[src/rtl/mem_arb_pkg.sv]
// Shared types and constants for the main-memory port arbiter.
// The round-robin tie-break is enabled by defining MEM_ARB_ROUND_ROBIN_EN.
package mem_arb_pkg;

  typedef enum logic [1:0] {
    IDLE  = 2'd0,
    OWN_I = 2'd1,
    OWN_D = 2'd2
  } arb_state_t;

  // One-hot owner encodings, also used as the out_grant value
  localparam logic [1:0] GRANT_NONE = 2'b00;
  localparam logic [1:0] GRANT_I    = 2'b01;
  localparam logic [1:0] GRANT_D    = 2'b10;

  localparam int DEFAULT_CACHE_LINE_SIZE = 128;
  localparam int DEFAULT_ADDR_WIDTH      = 32;

endpackage

[src/rtl/arb_picker.sv]
// Combinational tie-break between the icache and dcache requests.
// With MEM_ARB_ROUND_ROBIN_EN defined, a tie goes to whoever was not the
// last owner; otherwise the dcache wins every tie.
module arb_picker
  import mem_arb_pkg::*;
(
  input  logic       req_i,
  input  logic       req_d,
  input  logic [1:0] last_owner,
  output logic [1:0] winner
);

`ifdef MEM_ARB_ROUND_ROBIN_EN
`else
  // Fixed priority has no use for the previous owner
  logic unused_last_owner;
  assign unused_last_owner = ^last_owner;
`endif

  // Pick a one-hot winner; single requesters always win outright
  always_comb begin
    winner = GRANT_NONE;
    if (req_i && req_d) begin
`ifdef MEM_ARB_ROUND_ROBIN_EN
      winner = (last_owner == GRANT_D) ? GRANT_I : GRANT_D;
`else
      winner = GRANT_D;
`endif
    end else if (req_i) begin
      winner = GRANT_I;
    end else if (req_d) begin
      winner = GRANT_D;
    end
  end

endmodule

[src/rtl/mem_port_arbiter.sv]
// Shares one line-wide main-memory port between the icache and dcache.
// A registered FSM grants one owner and holds it until memory completes
// or the owner drops its request. Define MEM_ARB_ROUND_ROBIN_EN for a
// round-robin tie-break; by default the dcache wins ties.
module mem_port_arbiter
  import mem_arb_pkg::*;
#(
  parameter int CACHE_LINE_SIZE = DEFAULT_CACHE_LINE_SIZE,
  parameter int ADDR_WIDTH      = DEFAULT_ADDR_WIDTH
) (
  input  logic                       clk,
  input  logic                       reset,
  input  logic                       in_i_read_en,
  input  logic                       in_i_write_en,
  input  logic [ADDR_WIDTH-1:0]      in_i_addr,
  input  logic [CACHE_LINE_SIZE-1:0] in_i_write_data,
  output logic                       out_i_ready,
  output logic [CACHE_LINE_SIZE-1:0] out_i_read_data,
  input  logic                       in_d_read_en,
  input  logic                       in_d_write_en,
  input  logic [ADDR_WIDTH-1:0]      in_d_addr,
  input  logic [CACHE_LINE_SIZE-1:0] in_d_write_data,
  output logic                       out_d_ready,
  output logic [CACHE_LINE_SIZE-1:0] out_d_read_data,
  output logic                       out_mem_read_en,
  output logic                       out_mem_write_en,
  output logic [ADDR_WIDTH-1:0]      out_mem_addr,
  output logic [CACHE_LINE_SIZE-1:0] out_mem_write_data,
  input  logic [CACHE_LINE_SIZE-1:0] in_mem_read_data,
  input  logic                       in_mem_ready,
  output logic [1:0]                 out_grant
);

  arb_state_t state_reg;
  arb_state_t state_next;
  logic       req_i;
  logic       req_d;
  logic [1:0] winner;
  logic [1:0] last_owner;

  assign req_i = in_i_read_en | in_i_write_en;
  assign req_d = in_d_read_en | in_d_write_en;

  // Read data goes to both caches; each qualifies it with its own ready
  assign out_i_read_data = in_mem_read_data;
  assign out_d_read_data = in_mem_read_data;

  arb_picker u_picker (
    .req_i      (req_i),
    .req_d      (req_d),
    .last_owner (last_owner),
    .winner     (winner)
  );

`ifdef MEM_ARB_ROUND_ROBIN_EN
  logic [1:0] last_owner_reg;

  // Remember who was granted last so the next tie goes the other way
  always_ff @(posedge clk or posedge reset) begin
    if (reset) begin
      last_owner_reg <= GRANT_I;
    end else if (state_reg == IDLE && winner != GRANT_NONE) begin
      last_owner_reg <= winner;
    end
  end

  assign last_owner = last_owner_reg;
`else
  assign last_owner = GRANT_I;
`endif

  // State register; reset drops any in-flight transaction at once
  always_ff @(posedge clk or posedge reset) begin
    if (reset) begin
      state_reg <= IDLE;
    end else begin
      state_reg <= state_next;
    end
  end

  // Next state: grant from IDLE, release on completion or on abort
  always_comb begin
    state_next = state_reg;
    case (state_reg)
      IDLE: begin
        if (winner == GRANT_I) begin
          state_next = OWN_I;
        end else if (winner == GRANT_D) begin
          state_next = OWN_D;
        end
      end
      OWN_I: begin
        if (in_mem_ready || !req_i) begin
          state_next = IDLE;
        end
      end
      OWN_D: begin
        if (in_mem_ready || !req_d) begin
          state_next = IDLE;
        end
      end
      default: state_next = IDLE;
    endcase
  end

  // Outputs: forward the owner's request, return ready only to the owner
  always_comb begin
    out_grant          = GRANT_NONE;
    out_mem_read_en    = 1'b0;
    out_mem_write_en   = 1'b0;
    out_mem_addr       = '0;
    out_mem_write_data = '0;
    out_i_ready        = 1'b0;
    out_d_ready        = 1'b0;
    case (state_reg)
      OWN_I: begin
        out_grant          = GRANT_I;
        out_mem_read_en    = in_i_read_en;
        out_mem_write_en   = in_i_write_en;
        // Address and data drop to 0 together with the enables on abort
        out_mem_addr       = req_i ? in_i_addr : '0;
        out_mem_write_data = req_i ? in_i_write_data : '0;
        out_i_ready        = in_mem_ready;
      end
      OWN_D: begin
        out_grant          = GRANT_D;
        out_mem_read_en    = in_d_read_en;
        out_mem_write_en   = in_d_write_en;
        out_mem_addr       = req_d ? in_d_addr : '0;
        out_mem_write_data = req_d ? in_d_write_data : '0;
        out_d_ready        = in_mem_ready;
      end
      default: ;
    endcase
  end

endmodule

[config.mk]
export PLATFORM = sky130hd
export DESIGN_NAME = mem_port_arbiter
export DESIGN_NICKNAME = d
export VERILOG_FILES = /design/src/rtl/mem_arb_pkg.sv /design/src/rtl/arb_picker.sv /design/src/rtl/mem_port_arbiter.sv
export SDC_FILE = /design/constraint.sdc
export NUM_CORES = 1
export LEC_CHECK = 0
export BUFFER_PORTS_ARGS = -buffer_cell sky130_fd_sc_hd__buf_2
export CAP_MARGIN = 10
export CORE_AREA = 4 4 342 344
export DETAILED_ROUTE_END_ITERATION = 8
export DIE_AREA = 0 0 346 348
export SLEW_MARGIN = 30
export SYNTH_ARGS = -nofsm -noshare
export SYNTH_HDL_FRONTEND = slang
export SYNTH_SLANG_ARGS = --single-unit
[constraint.sdc]
create_clock -name clk -period 2.71 [get_ports clk]
set_clock_uncertainty 0.05 [all_clocks]
set_input_delay 0.1355 -clock clk [delete_from_list [all_inputs] [get_ports clk]]
set_output_delay 0.1355 -clock clk [all_outputs]
set_load 0.05 [all_outputs]
### Yosys cells after proc, flatten, opt, wreduce, memory -nomap -nowiden

Cells that the tools add are included.

* add/sub/neg operators: 0
* multipliers: 0
* divide/modulo/power cells: 0
* $lt $le $gt $ge: 0
* equality and inequality tests: 7
* shift operators: 0
* multiplexer cells: 19
* bitwise gates (word level): 2
* reduce and logical (&&, ||, !) cells: 7

Operator list (count)
* 128-bit two-way mux: 2
* 128-bit one-hot mux with 2 select lines: 1
* 32-bit two-way mux: 2
* 32-bit one-hot mux with 2 select lines: 1
* 2-bit two-way mux: 7
* 2-bit one-hot mux with 3 select lines: 1
* 2-bit by 1-bit == test with 1-bit output (second input constant): 2
* 2-bit == test (second input constant): 2
* 2-bit != test (second input constant): 2
* 1-bit one-hot mux with 2 select lines: 2
* 2-bit one-hot mux with 2 select lines: 1
* 3-bit != test (second input constant): 1
* 3-bit AND reduction: 1
* 1-bit zero test: 2
* 2-bit zero test: 1
* 1-bit logical OR: 2
* 1-bit two-way mux: 2
* 1-bit OR: 2
* 1-bit logical AND: 1

* register bits after elaboration: 2
* latch bits: 0
* bits in writable memories: 0
* bits in read-only memories: 0
* memories kept: 0

### Longest topological paths before layout

* word-level depth: 8
* mapped depth: 8
* mapped depth without buffers: 5

### Cells and area by module

Synthesis repeated with hierarchy kept, for this count alone.

* cell total of the unflattened synthesis: 665
* area, all modules: 4653.2 um^2

Modules (own cells, without submodules)
* mem_port_arbiter: times used 1, cells an instance 663, area each 4643.2 um^2
* arb_picker: times used 1, cells an instance 2, area each 10.0 um^2

### Worst setup path after synthesis

OpenSTA, ideal clock, no wires.

* path kind: flip-flop to output port
* from: reg state_reg[1]
* to: out out_mem_addr[13]
* arrival: 2431 ps
* required time: 2525 ps
* setup slack: 93 ps
* cell stages (with the launch flop): 8
* buffers on the path: 2
* cells stage by stage: dfrtp_1 > inv_1 > ha_1 > o21a_1 > buf_2 > clkbuf_1 > a22oi_1 > nor2b_1

* word-level cells in the longest chain between the ends: 2
* elaborated cells between the ends (all ways): 3
* classes of those cells: 2 x eq/ne; 1 x mux

RTL lines
* start: declaration: RTL line mem_port_arbiter.sv:34 `arb_state_t state_reg;`
* start signal: assignment: RTL line mem_port_arbiter.sv:77 `state_reg <= state_next;`
* 2-bit == test / 2-bit by 1-bit == test with 1-bit output (equally long branches): RTL line mem_port_arbiter.sv:115 `case (state_reg)`
* 32-bit one-hot mux with 2 select lines *: RTL line mem_port_arbiter.sv:115
* end: declaration: RTL line mem_port_arbiter.sv:27 `output logic [ADDR_WIDTH-1:0] out_mem_addr,`

Mark *: on every way between the ends. The rest lies on a longest branch, timed or not.

### Worst setup path in the final report

* from: reg state_reg[0]
* to: out out_mem_write_data[49]

* word-level cells in the longest chain between the ends: 2
* elaborated cells between the ends (all ways): 3
* classes of those cells: 2 x eq/ne; 1 x mux

RTL lines
* 2-bit == test / 2-bit by 1-bit == test with 1-bit output (equally long branches): RTL line mem_port_arbiter.sv:115
* 128-bit one-hot mux with 2 select lines *: RTL line mem_port_arbiter.sv:115
* end: declaration: RTL line mem_port_arbiter.sv:28 `output logic [CACHE_LINE_SIZE-1:0] out_mem_write_data,`

Marks and branches as above.

==> results.toml <==
[status]
outcome = "finished, final reports clean"

[critical_path]
worst_setup_path_end_kind = "primary output"
critical_path_buf_inv_count = 4
path_cells = "inv_1 -> ha_2 -> o21a_4 -> buf_12 -> buf_12 -> a22oi_1 -> nor2b_1 -> buf_12"
worst_path_largest_cell_delay_ps = 400
worst_path_dominant_cell_family = "buffers and inverters"
setup.worst_path.start_class = "flip-flop"
worst_ep_required_time_ps = 2520
timing.critical_path.fanout_max = 22
timing.critical_path.mode_cell = "buf_12"
slowest_library_cell_on_the_worst_path = "dfrtp_1"
crit_type = "flip-flop to primary output"
worstPathArrival_ps = 2420

[synth]
netlist.area_leader.share_pct = 42.4
ys_seq_area_share_pct = 1.07
syn_area_sq_um = 4680
avgSynthCellArea_sq_um = 7.07
postSynthNetCount = 1122
yosysWarningCount = 0
post_synthesis_instance_total = 662
post_synth_main_area_contributors = "buf_4 (42%), a22oi_1 (26%), nor2b_1 (22%)"
synth.ff_latch_count = 2
synthDistinctLibCells = 22
synth_top_cell_by_area = "buf_4"

[drt]
remaining_drc_errors = 0
wl_um = 69400
dr.first_iter.drc_count = 325
first_pass_iters = 5
avgRoutedWirePerCell_um = 28.5
ant_nets = 0
routed-via-count = 5911
avgViaCountPerCell = 2.43

[global_route]
track_usage_pct = 10.9
grt_use_met3_pct = 10.2
final_global_route_overflow_total = 0
vias_in_the_first_global_route = 6116
gr-usage-met1_pct = 11.5
antenna_violations_before_repair = 87
grt_start_max_net_pins = 82
top_usage_layer = "met2"
wire_length_of_the_first_global_routing_pass_um = 84900
grt_util_met2_pct = 16.5

[power_and_ir_drop]
combinationalPowerShare_pct = 96.7
seqPwrFrac_pct = 0.6
pwr_density_cell_nw_per_um2 = 967
power.share.clock_pct = 2.6
power.switching_w = 0.00529
leakage_component_of_the_power_nw = 3.28
peakVddDrop_uv = 670
pnr_total_power_w = 0.00866
cell_internal_pwr_w = 0.00337
sw_frac_of_total_pct = 61.1

[cts]
clkTransAtPathRegs_ps = 30
clock-sinks = 2
tritoncts_clock_tree = "yes"
h_tree_level_count = 1
number_of_cts_inserted_buffers = 3
insertion_delay_ps = 220
clockBufferDepth = 2
clk_root_buffer_cell = "clkbuf_16"

[placement]
gp_congestion = 0.752
place_hpwl_um = 65000
port_buffers = 492

[finish]
design.final.nets = 1337
largest_reg_flops = 2
flow.area_growth_from_synthesis_pct = 91.5
post_route_cells_drive_above_1_share_pct = 60.5
area_occupied_by_multi_input_gates_sq_um = 2440
register_area_sq_um = 50.0
num-fill-cells = 13500

[floorplan]
ios = 877
placeableCoreArea_sq_um = 114000
die_w_um = 346
die_height_um = 348
design.die.area_sq_um = 120000
floorplan.initialDensity_pct = 4.11
rows = 124

[timing]
maxSlewHeadroom_pct = 70.1
fmax_mhz = 384
final.period_utilization_pct = 96.0
timing.final.max_slew_violations = 0
grt_setup_unrepaired = "false"
finalHoldViolations = 0
min_period_ps = 2600
worst_slew_pin_slew_ps = 448
setup-tns-final_ps = 0
final-setup-viol-count = 0

[worst_hold_path]
hold_path.class = "input pin to flip-flop"

[run]
maxCapViolations = 0
## logic make-up (layout without fill, tap and decap cells)
logic type	Yosys count	after routing	synth area share, %
buffers and inverters	315	528	47.5
multiplexers	1	1	0.214
AND/OR/NAND/NOR	171	171	22.7
other	0	43	0
adder cells (fa/ha/maj)	5	5	1.34
flip-flops	2	2	1.07
AO/OA/AOI/OAI	168	168	27.2
## repair_timing
item                                    4_1_cts  5_1_grt
endpoints found under the setup margin        0       44
endpoints found under the hold margin         2        0
buffers inserted                              0        0
gates resized for setup                       0        2
hold buffers                                  1        0
## cell usage in the layout (no fill, tap or decap), drive strengths merged
master / instances
a22oi: 161
a32oi: 1
and2: 2
buf: 519
clkbuf: 3
dfrtp: 2
diode: 43
dlygate4sd3: 1
ha: 5
inv: 5
mux2i: 1
nand2: 1
nand3: 1
nand3b: 1
nor2: 2
nor2b: 163
o2111ai: 1
o21a: 2
o22ai: 1
o311a: 1
o311ai: 1
or2: 1
## per-stage QoR
stage	util [%]	setup WS [ps]	area (sq um)	hold WS, ps	std cells
after floorplan	-	93.3	4680	-173	662
after global placement	7.70	430	8760	-39.3	2383
after detailed placement	7.70	295	8760	-26.5	2383
after global routing	7.80	13.8	8890	187	2400
final	7.87	109	8960	183	2430
after CTS	7.77	33.7	8850	175	2387
## final cells by class
cell class | instances | area share (%)
multi-input cells | 345 | 27.2
flip-flops and latches | 2 | 0.559
diodes | 43 | 1.20
repair buffers | 520 | 48.8
inverters | 5 | 0.209
clock buffers | 3 | 0.838
well taps | 1512 | 21.1
## synth_stat cells, drive strengths merged
cell,count
nand2,1
nor2b,163
mux2i,1
o311ai,1
o2111ai,1
o311a,1
nor2,2
inv,5
clkbuf,23
a22oi,161
ha,5
nand3b,1
nand3,1
buf,287
dfrtp,2
and2,2
o22ai,1
a32oi,1
or2,1
o21a,2
## power by group through the flow
stage	Combinational, W	Clock, W	Sequential (W)
floorplan	0.00541	0	0.0000512
global placement	0.00869	0	0.0000519
detailed placement	0.00872	0	0.0000553
CTS	0.00874	0.000231	0.0000549
global route	0.00891	0.000236	0.0000572
finish	0.00838	0.000226	0.0000561
## layer usage
layer | part of all wire, % | wire length (um) | vias up
met5 | 0.85 | 587 | -
met2 | 43 | 29500 | 627
li1 | - | - | 2520
met1 | 36 | 25200 | 2538
met4 | 1.2 | 831 | 90
met3 | 19 | 13200 | 136
## worst paths after layout
| kind | cells past startpoint | startpoint | to | slack [ps] |
|---|---|---|---|---|
| worst max-delay path | 8 | state_reg[0] | out_mem_write_data[49] | 110 |
| worst min register to register | 2 | state_reg[0] | state_reg[0] | 560 |
| max in group asynchronous | 3 | reset | state_reg[0] | 2170 |
| worst min-delay path | 2 | in_mem_ready | state_reg[0] | 180 |
| worst max register to register | 6 | state_reg[0] | state_reg[0] | 830 |
| min in group asynchronous | 3 | reset | state_reg[1] | 310 |
Note: power is estimated with default switching activity, not from simulation.
